## config.mk

```make
export PLATFORM = sky130hd
export DESIGN_NAME = bp_fpga_host_nbf_deserializer
export DESIGN_NICKNAME = d
export VERILOG_FILES = /design/src/rtl/bp_fpga_host_pkg.sv /design/src/rtl/bp_fpga_host_nbf_deserializer_idle_ctr.sv /design/src/rtl/bp_fpga_host_nbf_deserializer.sv
export SDC_FILE = /design/constraint.sdc
export NUM_CORES = 1
export LEC_CHECK = 0
export ABC_AREA = 1
export CELL_PAD_IN_SITES_DETAIL_PLACEMENT = 1
export CELL_PAD_IN_SITES_GLOBAL_PLACEMENT = 2
export CORE_MARGIN = 2
export CORE_UTILIZATION = 29
export DETAILED_ROUTE_END_ITERATION = 10
export HOLD_SLACK_MARGIN = 0.15
export PLACE_DENSITY = 0.87
export RECOVER_POWER = 100
export REMOVE_ABC_BUFFERS = 1
export SLEW_MARGIN = 20
export SYNTH_ARGS = -nofsm -noshare
export SYNTH_HDL_FRONTEND = slang
export SYNTH_SLANG_ARGS = --single-unit
export TNS_END_PERCENT = 30
```

## constraint.sdc

```tcl
create_clock -name clk_i -period 7.3 [get_ports clk_i]
set_input_delay 0.73 -clock clk_i [delete_from_list [all_inputs] [get_ports clk_i]]
set_output_delay 0.73 -clock clk_i [all_outputs]
set_load 0.05 [all_outputs]
```

## src/rtl/bp_fpga_host_pkg.sv

```systemverilog
// Shared NBF packet layout for the FPGA host: field widths, packed packet
// struct and the derived byte counts of the serial wire format.
package bp_fpga_host_pkg;

  localparam int nbf_opcode_width_gp = 8;
  localparam int nbf_addr_width_gp   = 40;
  localparam int nbf_data_width_gp   = 64;
  localparam int nbf_width_gp        = nbf_opcode_width_gp + nbf_addr_width_gp + nbf_data_width_gp;

  localparam int nbf_addr_bytes_gp   = nbf_addr_width_gp / 8;
  localparam int nbf_data_bytes_gp   = nbf_data_width_gp / 8;
  localparam int nbf_bytes_gp        = 1 + nbf_addr_bytes_gp + nbf_data_bytes_gp;

  typedef struct packed {
    logic [nbf_opcode_width_gp-1:0] opcode;
    logic [nbf_addr_width_gp-1:0]   addr;
    logic [nbf_data_width_gp-1:0]   data;
  } bp_fpga_host_nbf_s;

  // One opcode byte followed by the address and data bytes.
  function automatic int nbf_byte_count(input int addr_w, input int data_w);
    return 1 + addr_w / 8 + data_w / 8;
  endfunction

endpackage

```

## src/rtl/bp_fpga_host_nbf_deserializer_idle_ctr.sv

```systemverilog
// Idle-cycle counter for the NBF deserializer: clear has priority over count,
// and the count saturates at all-ones instead of wrapping.
module bp_fpga_host_nbf_deserializer_idle_ctr
  import bp_fpga_host_pkg::*;
#(
  parameter int width_p = 8
) (
  input  logic               clk_i,
  input  logic               reset_n_i,
  input  logic               clear_i,
  input  logic               up_i,
  output logic [width_p-1:0] count_o
);

  always_ff @(posedge clk_i) begin
    if (!reset_n_i || clear_i) begin
      count_o <= '0;
    end else if (up_i && !(&count_o)) begin
      count_o <= count_o + 1'b1;
    end
  end

endmodule

```

## src/rtl/bp_fpga_host_nbf_deserializer.sv

```systemverilog
// Assembles 14-byte NBF packets from the UART rx byte stream and hands them to
// the IO-in stage; partial packets are dropped on idle timeout or rx error.
module bp_fpga_host_nbf_deserializer
  import bp_fpga_host_pkg::*;
#(
  parameter int nbf_opcode_width_p = 8,
  parameter int nbf_addr_width_p   = 40,
  parameter int nbf_data_width_p   = 64,
  parameter int uart_data_bits_p   = 8,
  parameter int timeout_cycles_p   = 30000,
  parameter int drop_count_width_p = 8,
  localparam int nbf_width_lp = nbf_opcode_width_p + nbf_addr_width_p + nbf_data_width_p
) (
  input  logic                          clk_i,
  input  logic                          reset_n_i,

  input  logic [uart_data_bits_p-1:0]   rx_i,
  input  logic                          rx_v_i,
  output logic                          rx_yumi_o,
  input  logic                          rx_parity_error_i,
  input  logic                          rx_frame_error_i,
  input  logic                          rx_overflow_error_i,

  output logic [nbf_width_lp-1:0]       nbf_o,
  output logic                          nbf_v_o,
  input  logic                          nbf_ready_and_i,

  output logic [2:0]                    error_o,
  output logic [drop_count_width_p-1:0] drop_count_o
);

  localparam int addr_bytes_lp   = nbf_addr_width_p / 8;
  localparam int nbf_bytes_lp    = nbf_byte_count(nbf_addr_width_p, nbf_data_width_p);
  localparam int byte_cnt_w_lp   = $clog2(nbf_bytes_lp);
  localparam int idle_w_lp       = $clog2(timeout_cycles_p + 1);

  localparam logic [byte_cnt_w_lp-1:0] last_byte_lp  = byte_cnt_w_lp'(nbf_bytes_lp - 1);
  localparam logic [idle_w_lp-1:0]     idle_limit_lp = idle_w_lp'(timeout_cycles_p - 1);

  typedef enum logic {e_fill, e_send} state_e;

  state_e                   state_q, state_n;
  logic [byte_cnt_w_lp-1:0] byte_cnt_q, byte_cnt_n;
  logic [idle_w_lp-1:0]     idle_cnt;
  logic                     idle_clr, idle_up;
  logic                     byte_wr, drop;
  logic [nbf_width_lp-1:0]  pkt_q;
  logic [2:0]               error_q;
  logic [drop_count_width_p-1:0] drop_q;
  logic                     rx_err;

  // Wire byte index -> LSB of its slot in {opcode, addr, data}.
  function automatic int slot_lsb(input logic [byte_cnt_w_lp-1:0] idx);
    int i;
    i = int'(idx);
    if (i == 0)                  return nbf_data_width_p + nbf_addr_width_p;
    else if (i <= addr_bytes_lp) return nbf_data_width_p + 8 * (i - 1);
    else                         return 8 * (i - 1 - addr_bytes_lp);
  endfunction

  function automatic logic [drop_count_width_p-1:0] sat_inc(input logic [drop_count_width_p-1:0] v);
    return (&v) ? v : v + 1'b1;
  endfunction

  assign rx_err = rx_parity_error_i | rx_frame_error_i | rx_overflow_error_i;

  always_ff @(posedge clk_i) begin
    if (!reset_n_i) state_q <= e_fill;
    else            state_q <= state_n;
  end

  always_comb begin
    state_n    = state_q;
    byte_cnt_n = byte_cnt_q;
    rx_yumi_o  = 1'b0;
    nbf_v_o    = 1'b0;
    byte_wr    = 1'b0;
    idle_clr   = 1'b0;
    idle_up    = 1'b0;
    drop       = 1'b0;
    case (state_q)
      e_fill: begin
        rx_yumi_o = rx_v_i & reset_n_i;
        if (rx_err) begin
          // A byte landing in the error cycle is swallowed with the partial packet.
          drop       = rx_yumi_o | (byte_cnt_q != '0);
          byte_cnt_n = '0;
          idle_clr   = 1'b1;
        end else if (rx_yumi_o) begin
          byte_wr  = 1'b1;
          idle_clr = 1'b1;
          if (byte_cnt_q == last_byte_lp) begin
            byte_cnt_n = '0;
            state_n    = e_send;
          end else begin
            byte_cnt_n = byte_cnt_q + 1'b1;
          end
        end else if (byte_cnt_q != '0) begin
          if (idle_cnt == idle_limit_lp) begin
            drop       = 1'b1;
            byte_cnt_n = '0;
            idle_clr   = 1'b1;
          end else begin
            idle_up = 1'b1;
          end
        end else begin
          idle_clr = 1'b1;
        end
      end
      e_send: begin
        nbf_v_o = 1'b1;
        if (nbf_ready_and_i) state_n = e_fill;
      end
      default: state_n = e_fill;
    endcase
  end

  bp_fpga_host_nbf_deserializer_idle_ctr #(
    .width_p(idle_w_lp)
  ) idle_ctr (
    .clk_i    (clk_i),
    .reset_n_i(reset_n_i),
    .clear_i  (idle_clr),
    .up_i     (idle_up),
    .count_o  (idle_cnt)
  );

  always_ff @(posedge clk_i) begin
    if (!reset_n_i) begin
      byte_cnt_q <= '0;
      pkt_q      <= '0;
      error_q    <= '0;
      drop_q     <= '0;
    end else begin
      byte_cnt_q <= byte_cnt_n;
      error_q    <= error_q | {rx_overflow_error_i, rx_frame_error_i, rx_parity_error_i};
      if (byte_wr) pkt_q[slot_lsb(byte_cnt_q) +: uart_data_bits_p] <= rx_i;
      if (drop)    drop_q <= sat_inc(drop_q);
    end
  end

  assign nbf_o        = pkt_q;
  assign error_o      = error_q;
  assign drop_count_o = drop_q;

  a_nbf_stable: assert property (@(posedge clk_i) disable iff (!reset_n_i)
    (nbf_v_o && !nbf_ready_and_i) |=> $stable(nbf_o));

  a_yumi_v: assert property (@(posedge clk_i) rx_yumi_o |-> rx_v_i);

endmodule

```

# After elaboration in Yosys (flattened, before gate mapping)
# Cells that the tools add are included.
op_classes:
  reduce_logical: 12
  eq_ne: 2
  bitwise: 7
  add_sub_neg: 7
  n_lt_le_gt_ge: 1
  shifts: 2
  muxes: 34
ops:
  columns: ["operator", "count"]
  rows:
  - ["2-to-1 mux 32 bit", 4]
  - ["bitwise mux 112 bit", 1]
  - ["variable shift 8 x 33 -> 112 bit (first input constant)", 1]
  - ["variable part select 8 x 33 -> 112 bit", 1]
  - ["negator 32 -> 33 bit", 1]
  - ["2-to-1 mux 1 bit", 23]
  - ["2-to-1 mux 4 bit", 5]
  - ["adder 15 x 1 -> 15 bit (second input constant)", 1]
  - ["equality test 15 bit (second input constant)", 1]
  - ["AND reduction 15 bit", 1]
  - ["adder 8 x 8 -> 9 bit (first input constant)", 1]
  - ["adder 8 x 1 -> 8 bit (second input constant)", 1]
  - ["AND reduction 8 bit", 1]
  - ["nonzero test 3 bit", 2]
  - ["subtractor 5 x 4 -> 6 bit (second input constant)", 1]
  - ["subtractor 4 x 1 -> 5 bit (second input constant)", 1]
  - ["adder 4 x 1 -> 4 bit (second input constant)", 1]
  - ["equality test 4 bit (second input constant)", 1]
  - ["<= comparator 4 x 3 -> 1 bit (second input constant)", 1]
  - ["zero test 4 bit", 1]
  - ["nonzero test 4 bit", 1]
  - ["bitwise OR 1 bit", 3]
  - ["bitwise OR 3 bit", 1]
  - ["AND reduction 3 bit", 1]
  - ["7 further kinds", 9]
word_totals:
  inputBits: 15
  reg_bits: 143
  out_inout_bits: 125
  word_cells: 71

# Logic depth before layout (Yosys ltp)
# Gate-level depths: netlist (run 1).
logic_depth:
  word_depth: 9
  depth_mapped: 28
  mapped_depth_nobuf: 26

# By module
# A second synthesis (run 1) with hierarchy kept.
unflattened:
  cells_unflattened: 1373
  hier_area_um2: 8411.8
by_module_without_submodules:
  columns: ["mod", "seq_area_each_um2", "cells_each", "n_inst", "area_per_inst_um2"]
  rows:
  - ["bp_fpga_host_nbf_deserializer", 2562.5, 1232, 1, 7477.2]
  - ["bp_fpga_host_nbf_deserializer_idle_ctr", 300.3, 141, 1, 934.6]

# Worst setup path after synthesis (run 1)
# Ideal clock, no wire load.
synth_path:
  path_type: "reg-to-reg"
  startpoint: "reg byte_cnt_q[0]"
  endpoint: "reg pkt_q[32] (netlist: nbf_o[32])"
  arrival_ns: 3.940
  n_path_buf: 3
  setup_slack_ns: 3.247
  synth_period_minus_slack_ns: 4.053
  path_stages_with_launch: 27
  setup_time_ns: 0.113
  required_time_ns: 7.187
  cell_sequence: "dfxtp_1 inv_1 ha_1 inv_1 nand3_1 nand3_1 nand2_1 nor2_1 buf_2 buf_2 ha_1 nand4_4 nor2_4 nand2_1 ha_1 or2_2 nor2_1 nand3_1 nand2_1 nand3_1 nor2_1 nand2_1 nor2_2 nand3_2 buf_2 nor2_1 nor2_1"
synth_via:
  elab_chain_len: 9
  elab_cells_between_ends: 13
  cone_classes: "add/sub (4); order compare (1); shift (2); mux (5); reduce/logical (1)"
synth_rtl:
  columns: ["element", "line_no", "source"]
  rows:
  - ["from (decl)", "bp_fpga_host_nbf_deserializer.sv:43", "logic [byte_cnt_w_lp-1:0] byte_cnt_q, byte_cnt_n;"]
  - ["from (signal assigned)", "bp_fpga_host_nbf_deserializer.sv:135", "byte_cnt_q <= byte_cnt_n;"]
  - ["subtractor 4 x 1 -> 5 bit", "bp_fpga_host_nbf_deserializer.sv:57, bp_fpga_host_nbf_deserializer.sv:58", null]
  - ["adder 8 x 8 -> 9 bit or subtractor 5 x 4 -> 6 bit (tied branches)", "bp_fpga_host_nbf_deserializer.sv:57, bp_fpga_host_nbf_deserializer.sv:58", null]
  - ["2-to-1 mux 32 bit", "bp_fpga_host_nbf_deserializer.sv:57", "else if (i <= addr_bytes_lp) return nbf_data_width_p + 8 * (i - 1);"]
  - ["2-to-1 mux 32 bit (*)", "bp_fpga_host_nbf_deserializer.sv:56", "if (i == 0) return nbf_data_width_p + nbf_addr_width_p;"]
  - ["2-to-1 mux 32 bit (*)", "bp_fpga_host_nbf_deserializer.sv:137", "if (byte_wr) pkt_q[slot_lsb(byte_cnt_q) +: uart_data_bits_p] <= rx_i;"]
  - ["2-to-1 mux 32 bit (*)", "bp_fpga_host_nbf_deserializer.sv:129", "if (!reset_n_i) begin"]
  - ["negator 32 -> 33 bit (*)", "bp_fpga_host_nbf_deserializer.sv:137", null]
  - ["variable part select 8 x 33 -> 112 bit or variable shift 8 x 33 -> 112 bit (tied branches)", "bp_fpga_host_nbf_deserializer.sv:137", null]
  - ["bitwise mux 112 bit (*)", "bp_fpga_host_nbf_deserializer.sv:137", null]
  - ["to (signal, indexed assignment)", "bp_fpga_host_nbf_deserializer.sv:137", null]
  - ["to (decl)", "bp_fpga_host_nbf_deserializer.sv:47", "logic [nbf_width_lp-1:0] pkt_q;"]
# Every way passes the cells marked *; elsewhere a longest branch is shown, timed or not. The select of a mux whose other input is x is not followed.
# A chain may end at the register's enable or synchronous reset.

# Final worst setup path (run 1)
layout_path:
  startpoint: "reg byte_cnt_q[0]"
  endpoint: "reg pkt_q[102] (netlist: nbf_o[102])"
# Same word-level chain as after synthesis.

==> reports/qor.yml, run 1 <==
run_status:
  status: "finished with violations"
  violations: "max-capacitance violations, max-slew violations"
critical_path:
  crit_path_start_kind: "flop"
  endpoint_kind: "flop"
  crit_required_ps: 7620
  crit_type: "reg2reg"
  worst_r2r_path_depth: 24
  cp-startpoint: "byte_cnt_q[0]"
  cp_max_fo: 21
  cp-endpoint: "nbf_o[102]"
  rrSetupSlack_ps: 1740
  reg2reg_from: "byte_cnt_q[0]"
  cp_data_arrival_time_ps: 5880
  r2r_end: "nbf_o[102]"
route:
  final_antenna_net_count: 0
  wl_per_cell_um: 14.2
  viasPerCell: 4.42
  routed_wirelength_mm: 24.5
  first_pass_iters: 4
  drcViolationCount: 0
  vias: 7607
  drtIter0Drc: 370
clock_tree:
  cts_post_setup_buffers_inserted: 0
  cts.sinks: 143
  clock_path_buffers: 2
  cts_buffers: 17
  postCtsHoldBufs: 0
  cts-root-buf: "clkbuf_16"
  clkTransAtPathRegs_ps: 70
  h-tree-depth: 4
  clk_latency_ps: 430
  tritoncts: "built"
  ctsResizeCount: 0
sta:
  hold_viol: 0
  drv_slew: 54
  fmax_ghz: 0.180
  clock_skew_ps: 10.7
  maxSlewHeadroom_pct: -70.6
  setup_viol: 0
  fin_hold_ws_ps: 464
  rsz0062_at_grt: "no"
  finalSetupTns_ps: 0
  worst_pin_slew_ps: 2560
  post-route-period-util_pct: 76.2
  period_needed_ps: 5560
grt:
  grtUsageTotal_pct: 17.6
  grt_pass1_vias: 7649
  grt.overflow.total: 0
  grt_pass1_wl_mm: 39.8
  grt_max_degree: 68
  antenna_found_initial: 0
cells_and_area:
  final_nets: 1402
  layout_commonest_cell: "nor2_1"
  final_cell_mix: "nor2_1, nand2_1, inv_1"
  syn_to_final_growth_pct: 26.4
  drive_gt1_share_pct: 4.40
  fill_cells: 3383
  antenna_cells: 0
  final_area_um2: 9850
pwr:
  ir_drop_mv: 0.132
  leakagePower_nw: 5.15
  power_density_nw_per_um2: 186
placed_design:
  hpwl_mm: 17.9
  port_buffers: 139
  globalplace.congestion: 0.800
  postPlaceCellArea_um2: 9360
logic_synthesis:
  syn_avg_cell_area_um2: 6.19
  ys_ff_latch: 143
  synth-main-ff-cell: "dfxtp_1"
  async_flop_share_pct: 0
  netlist_area_um2: 7790
  postSynthCellCount: 1258
  ys_seq_area_share_pct: 36.8
  synth-edff-count: 0
  yosysWarnings: 0
  ys_types: 37
worst_hold_path:
  min_from: "error_o[0]"
  min_path_type: "reg2reg"
die:
  fp.dieH_um: 168
  die-area_um2: 28200
  die_width_um: 168
  start_util_pct: 29.7
  ios: 140
  fp-row-count: 59
  core_um2: 26200
job:
  maxCapViolCount: 1
==> Yosys cell counts (2+ instances only) <==
master / number / area [µm²]
xor2_1: 9 / 78.8
dfxtp_1: 143 / 2860
nand3_2: 11 / 110
nor3_1: 19 / 95.1
buf_2: 15 / 75.1
nor2_4: 2 / 22.5
nor2_2: 7 / 43.8
buf_6: 6 / 67.6
ha_1: 14 / 175
nand2_2: 7 / 43.8
nand3_1: 69 / 345
xnor2_1: 3 / 26.3
nor4_1: 4 / 25.0
nand2_4: 4 / 45.0
nand3_4: 4 / 70.1
a21oi_1: 24 / 120
clkbuf_1: 18 / 67.6
buf_1: 5 / 18.8
nand3b_1: 4 / 30.0
nand2_1: 335 / 1260
inv_2: 5 / 18.8
nand4_1: 3 / 18.8
nor3b_1: 4 / 30.0
o21ai_0: 12 / 60.1
inv_1: 173 / 649
nor2_1: 347 / 1300
==> stage by stage <==
stage / power, mW / cells / setup WS, ps / util (%)
6_report: 1.83 / 1721 / 1740 / 37.6
3_3_place_gp: 0.929 / 1689 / 3000 / 35.7
2_1_floorplan: 0.878 / 1212 / 3010 / -
5_1_grt: 1.90 / 1721 / 1120 / 37.6
4_1_cts: 1.86 / 1721 / 2730 / 38.1
3_5_place_dp: 0.930 / 1689 / 2780 / 35.7
==> metal layers <==
| metal | routed length (µm) | vias up | GRT usage [%] |
|---|---|---|---|
| met5 | 0 | - | 0 |
| met4 | 115 | 0 | 3.44 |
| met3 | 924 | 6 | 3.71 |
| met2 | 11400 | 130 | 29.7 |
| met1 | 12100 | 3480 | 23.5 |
| li1 | - | 3991 | - |
==> sequential cells by signal (all words and copies together) (netlist names) <==
signal and count:
nbf_o 112, idle_ctr.count_o 15, drop_count_o 8, byte_cnt_q 4, error_o 3, state_q 1
==> cell families after synthesis <==
logic type	Yosys count	share of synthesized area, %
adder cells (fa/ha/maj)	14	2.25
AO/OA/AOI/OAI	39	2.60
AND/OR/NAND/NOR	825	45.1
buffers and inverters	225	11.9
flip-flops	143	36.8
XOR/XNOR	12	1.35
==> final cells by class <==
class	instances	area (µm²)	area share, %
repair buffers	142	1400	14.2
inverters	179	672	6.82
flip-flops and latches	143	2860	29.1
clock buffers	17	425	4.32
clock inverters	15	186	1.89
multi-input cells	890	3880	39.4
well taps	335	419	4.26
==> worst max-delay path: stages (launching register included) <==
cell      delay, ps
dfxtp_1         480
inv_1           170
ha_1            260
inv_1           100
nand3_1         120
nand3_1          90
nand2_1          80
nor2_1          100
clkbuf_1        700
ha_1            310
nand4_1         230
nor2_1          370
nand2_1         100
ha_1            290
or2_2           300
nor2_1          150
nand3_1          90
nand2_1         100
nand3_1          90
nor2_1          160
nand2_1         110
nor2_1          160
nand3_1         530
nor2_1          290
nor2_1           80
==> where the power goes <==
| group | internal [mW] | total, mW | leakage, nW | switching (mW) |
|---|---|---|---|---|
| clock network | 0.543 | 0.923 | 0.280 | 0.380 |
| registers | 0.784 | 0.788 | 1.15 | 0.00379 |
| logic | 0.0305 | 0.120 | 3.72 | 0.0893 |
| total | 1.36 | 1.83 | 5.15 | 0.473 |
==> worst min path at each step <==
| stage | to | slack (ps) | depth (start not counted) |
|---|---|---|---|
| global route | idle_ctr.count_o[14] | 500 | 2 |
| finish | error_o[0] | 460 | 2 |
| CTS | idle_ctr.count_o[14] | 470 | 2 |
| global placement | idle_ctr.count_o[14] | 450 | 2 |
| detailed placement | idle_ctr.count_o[14] | 460 | 2 |
| floorplan | idle_ctr.count_o[14] | 430 | 2 |
No activity file was read; power rests on OpenSTA's default activity.
==> inputs of run 2 (changes only) <==
CORE_UTILIZATION = 28   (was 29)
PLACE_DENSITY = 0.85   (was 0.87)
clock period = 5.75 ns   (was 7.3 ns; I/O delays follow)
==> run 2 against run 1 <==
Effect of this change:
- the run still ends with max-capacitance violations, max-slew violations left
- register-to-register slack worse by 800 ps
- worst setup slack worse by 800 ps
- utilization down 1.4 points
==> reports/qor.yml, run 2 (synthesis results as in run 1) <==
run_status:
  status: "finished with violations"
  violations: "max-capacitance violations, max-slew violations"
sta:
  rsz0062_at_grt: "no"
  finalSetupTns_ps: 0
  clock_skew_ps: 16.3
  hold_viol: 0
  drv_slew: 52
  period_needed_ps: 4810
  setup_viol: 0
  post-route-period-util_pct: 83.6
  fmax_ghz: 0.208
  worst_pin_slew_ps: 2600
  maxSlewHeadroom_pct: -73.4
pwr:
  p_comb_share_pct: 6.6
  seqPwrFrac_pct: 43.0
  netSwitchingFraction_pct: 27.3
  clkPwrFrac_pct: 50.4
  power_density_nw_per_um2: 234
  p_switching_mw: 0.634
  intPower_mw: 1.69
  leakagePower_nw: 5.16
  ir_drop_mv: 0.183
critical_path:
  reg2reg_from: "byte_cnt_q[0]"
  crit_path_start_kind: "flop"
  cp_data_arrival_time_ps: 5160
  slowest_stage: "dfxtp_1"
  rrSetupSlack_ps: 940
  r2r_end: "nbf_o[17]"
  crit_type: "reg2reg"
  cp_max_fo: 21
  critPathMaxStageDelay_ps: 480
  cp_top_family: "simple AND/OR/NAND/NOR gates"
  worst_r2r_path_depth: 25
  crit_buf_inv: 3
  crit_required_ps: 6110
  endpoint_kind: "flop"
grt:
  grt_max_degree: 70
  grt_pass1_wl_mm: 40.9
  grt.overflow.total: 0
  antenna_found_initial: 0
  grt_pass1_vias: 7763
  grtUsageTotal_pct: 17.8
clock_tree:
  h-tree-depth: 4
  postCtsHoldBufs: 0
  cts-root-buf: "clkbuf_16"
  clock_path_buffers: 2
  clk_latency_ps: 430
  cts.sinks: 143
  clkTransAtPathRegs_ps: 70
  tritoncts: "built"
  cts_buffers: 17
  cts_post_setup_buffers_inserted: 0
  ctsResizeCount: 0
route:
  final_antenna_net_count: 0
  routed_wirelength_mm: 24.9
  vias: 7604
  drcViolationCount: 0
  drtIter0Drc: 345
  viasPerCell: 4.31
  wl_per_cell_um: 14.1
  first_pass_iters: 6
cells_and_area:
  largest_reg_flops: 112
  drive_gt1_share_pct: 4.91
  final_area_um2: 9960
  layout_commonest_cell: "nor2_1"
  syn_to_final_growth_pct: 27.9
  antenna_cells: 0
  instances_no_fill: 1763
  final_nets: 1401
  final_cell_mix: "nor2_1, nand2_1, inv_1"
worst_hold_path:
  min_path_type: "reg2reg"
  min_from: "idle_ctr.count_o[14]"
  holdPathStages: 2
  min_to: "idle_ctr.count_o[14]"
job:
  maxCapViolCount: 1
placed_design:
  dpl.cell_count: 1731
  port_buffers: 139
  postPlaceCellArea_um2: 9410
  globalplace.congestion: 0.810
  hpwl_mm: 18.2
die:
  fp.dieH_um: 171
  core_um2: 27600
  start_util_pct: 28.3
  die-area_um2: 29200
  ios: 140
  fp-row-count: 61
  die_width_um: 171
[run 2: changes by cell type in the layout (fill, tap and decap cells not counted), moves of 3 or more]
cell	change
inv_8	+3
clkinvlp_4	-3
nand3_1	-6
nand3_2	+3
nand3_4	+3
[run 2: how the worst max path moves through the flow]
stage / startpoint / endpoint / slack, ps / depth (start not counted)
after detailed placement: byte_cnt_q[0] / nbf_o[20] / 1170 / 24
after global routing: byte_cnt_q[0] / nbf_o[17] / 340 / 25
final: byte_cnt_q[0] / nbf_o[17] / 940 / 25
after global placement: byte_cnt_q[0] / nbf_o[35] / 1430 / 24
after floorplan: byte_cnt_q[0] / nbf_o[32] / 1460 / 23
after CTS: byte_cnt_q[0] / nbf_o[23] / 1140 / 25
[run 2: cell type report]
| cell class | count | area (µm²) |
|---|---|---|
| Tap cell | 378 | 473 |
| Timing Repair Buffer | 141 | 1400 |
| Clock buffer | 18 | 429 |
| Inverter | 179 | 672 |
| Multi-Input combinational cell | 890 | 3950 |
| Fill cell | 3532 | 17600 |
| Clock inverter | 14 | 171 |
| Sequential cell | 143 | 2860 |
[run 2: worst reg2reg max path, stage by stage, from the launching register on]
cell	delay, ps
dfxtp_1	480
inv_1	160
ha_1	250
inv_1	90
nand3_1	120
nand3_1	100
nand2_1	90
nor2_1	100
buf_4	250
ha_1	260
nand4_4	150
nor2_1	310
nand2_1	100
ha_1	300
or2_2	290
nor2_1	150
nand3_1	90
nand2_1	100
nand3_1	90
nor2_1	150
nand2_1	90
nor2_1	260
nand3_2	350
nand2_1	160
nand2_1	60
nor2_1	180
[run 2: through the flow]
stage	power (mW)	hold slack [ps]	util, %	worst slack, ps
6_report	2.33	457	36.1	942
5_1_grt	2.42	498	36.1	337
4_1_cts	2.36	462	36.3	1140
3_5_place_dp	1.18	452	34.1	1170
3_3_place_gp	1.18	445	34.1	1430
2_1_floorplan	1.11	430	-	1460
[run 2: metal layers]
metal | vias up | track usage (%) | wire length (µm)
li1 | 4000 | - | -
met3 | 9 | 3.54 | 1030
met5 | - | 0 | 0
met1 | 3477 | 24.0 | 12600
met4 | 0 | 4.57 | 170
met2 | 118 | 29.1 | 11100
[run 2: power groups by stage]
stage / Sequential, mW / Clock (mW) / Combinational [mW]
2_1_floorplan: 1.04 / 0 / 0.0756
3_3_place_gp: 1.02 / 0 / 0.158
3_5_place_dp: 1.02 / 0 / 0.159
4_1_cts: 1.00 / 1.20 / 0.160
5_1_grt: 1.00 / 1.25 / 0.173
6_report: 1.00 / 1.17 / 0.155
==> RTL change: new RTL, settings of run 2 <==
Register the output `drop_count_o` once more, without a reset; this adds one clock of latency there. The other outputs are not delayed to match.
--- a/src/rtl/bp_fpga_host_nbf_deserializer.sv
+++ b/src/rtl/bp_fpga_host_nbf_deserializer.sv
@@ -142,5 +142,7 @@
   assign nbf_o        = pkt_q;
   assign error_o      = error_q;
-  assign drop_count_o = drop_q;
+  always_ff @(posedge clk_i) begin
+    drop_count_o <= drop_q;
+  end
 
   a_nbf_stable: assert property (@(posedge clk_i) disable iff (!reset_n_i)
Formal check against the unedited RTL: not equivalent (a bounded check fails within 4 cycles, from zero or initial values and one cycle with reset_n_i low).
==> RTL change against run 2 <==
The flow still finishes with violations (capacitance limit, slew limit); wire length increased by 8.1%; area after synthesis increased by 6.7%; critical path depth decreased by 2; global-route usage about the same; synthesized cell count increased by 7.5%; sequential cell count increased by 8; largest cell class unchanged; maximum frequency decreased by 2.8%; die area increased by 6.5%; utilization decreased by 0.31 points; sequential power increased by 6%; cell area increased by 5.8%; worst setup slack got worse by 0.14 ns; total power increased by 4.5%; critical path type unchanged.
==> RTL change: results (changes against run 2) <==
Crit path DAT: 5.32 ns (+0.16 ns)
Top Family by Delay on Critical Path: simple AND/OR/NAND/NOR gates
Setup WS pre-CTS: 0.931 ns (-0.240 ns)
Setup Skew: 0.0139 ns (-0.00240 ns)
First-pass GRT wire length: 43800 µm (+7.2%)
Number of global-route vias before repair: 8341 (+7.4%)
Hold crit path type: flop to flop
Share of cells above drive strength 1: 0.0501 (+0.00100)
Peak supply drop: 0.000184 V (+0.70%)
Max reg flops: 112 (unchanged)
DRT iter0 DRCs: 439 (+27%)
Worst path max stage delay: 0.49 ns
Max cap viols: 1 (unchanged)
CTS root buffer: clkbuf_16
Synth Area in Adders: 0.0211 (-0.00140)
Ys flop type: dfxtp_1
CP max-delay cell: dfxtp_1
Netlist cell types: 37 (unchanged)
Violated checks: capacitance limit, slew limit
Post-DR vias/cell: 4.43 (+2.8%)
Sequential area share after synthesis: 0.364 (-0.00364)
CP Max Fanout: 14 (-33%)
CTS Buf Count: 17 (unchanged)
Commonest cells post-synth: nand2_1, nor2_1, inv_1
Max-slew violation count: 60 (+15%)
Asr flop ratio synth: 0 (unchanged)
H-tree levels: 4 (unchanged)
Status: finished with violations
Routed WL per cell: 14.4 µm (+2.1%)
Buffer count from post-CTS setup fixing: 0 (unchanged)
Largest net degree at the start of global routing: 61 (-13%)
Clk_lat worst skew: 0.44 ns
Dpl hpwl: 20200 µm (+11%)
Compound-cell area share of the yosys netlist: 0.0243 (-0.00177)
TritonRoute pass-1 iters: 4 (-2)
Placer Congestion: 0.827 (+2.1%)
Top post-synthesis cells by area: dfxtp_1, nand2_1, nor2_1
Worst Tran Pin Value: 2.82 ns (+0.219 ns)
Synth warn: 0 (unchanged)
Multiplexer area fraction after synthesis: 0 (unchanged)
Resized cells post-CTS: 0 (unchanged)
Leakage: 5.36 nW (+3.8%)
Nets: 1493 (+6.6%)
Clk slew on worst S/H paths: 0.08 ns
Initial antenna violation count: 0 (unchanged)
# diodes: 0 (unchanged)
Gr usage total: 0.178 (about the same)
Post-synthesis xor/xnor area fraction: 0.0127 (-0.000842)
I/O Buffers: 139 (unchanged)
Clock Path Buffers: 2 (unchanged)
Yosys reg bits: 151 (+5.6%)
RTL change: final timing paths:
check,from,endpoint,slack (ns),cells past startpoint
worst min-delay path,drop_q[6],drop_count_o[6],0.39,0
worst min register to register,drop_q[6],drop_count_o[6],0.39,0
worst max register to register,byte_cnt_q[0],nbf_o[9],0.80,23
worst max-delay path,byte_cnt_q[0],nbf_o[9],0.80,23
RTL change: area by class of cell:
class                           instances  area (µm²)
Clock buffer                           17         425
Clock inverter                         15         185
Fill cell                            3834       18900
Inverter                              234         878
Multi-Input combinational cell        915        4110
Sequential cell                       151        3020
Tap cell                              390         488
Timing Repair Buffer                  145        1420
RTL change: cells by family (layout without fill, tap and decap cells):
family,after synthesis,count (layout)
AND/OR/NAND/NOR,851,851
AO/OA/AOI/OAI,38,38
buffers and inverters,286,411
adder cells (fa/ha/maj),14,14
flip-flops,151,151
XOR/XNOR,12,12
RTL change: per-stage QoR:
step	cell area (µm²)	cells	power [mW]	hold slack, ns	utilization
6_report	10500	1867	2.43	0.393	0.358
5_1_grt	10500	1867	2.53	0.408	0.358
4_1_cts	10600	1867	2.47	0.397	0.360
3_5_place_dp	9980	1835	1.27	0.387	0.339
3_3_place_gp	9980	1835	1.27	0.392	0.339
2_1_floorplan	8060	1300	1.19	0.364	-
RTL change: report_power, final:
group / internal (mW) / switching (mW)
logic: 0.0468 / 0.138
clock network: 0.660 / 0.527
registers: 1.05 / 0.00597
RTL change: routing by layer:
metal | track usage | up-vias | part of all wire
met5 | 0 | - | 0
met4 | 0.0427 | 0 | 0.012
met3 | 0.0312 | 22 | 0.038
met2 | 0.298 | 133 | 0.47
met1 | 0.239 | 3833 | 0.48
li1 | - | 4288 | -
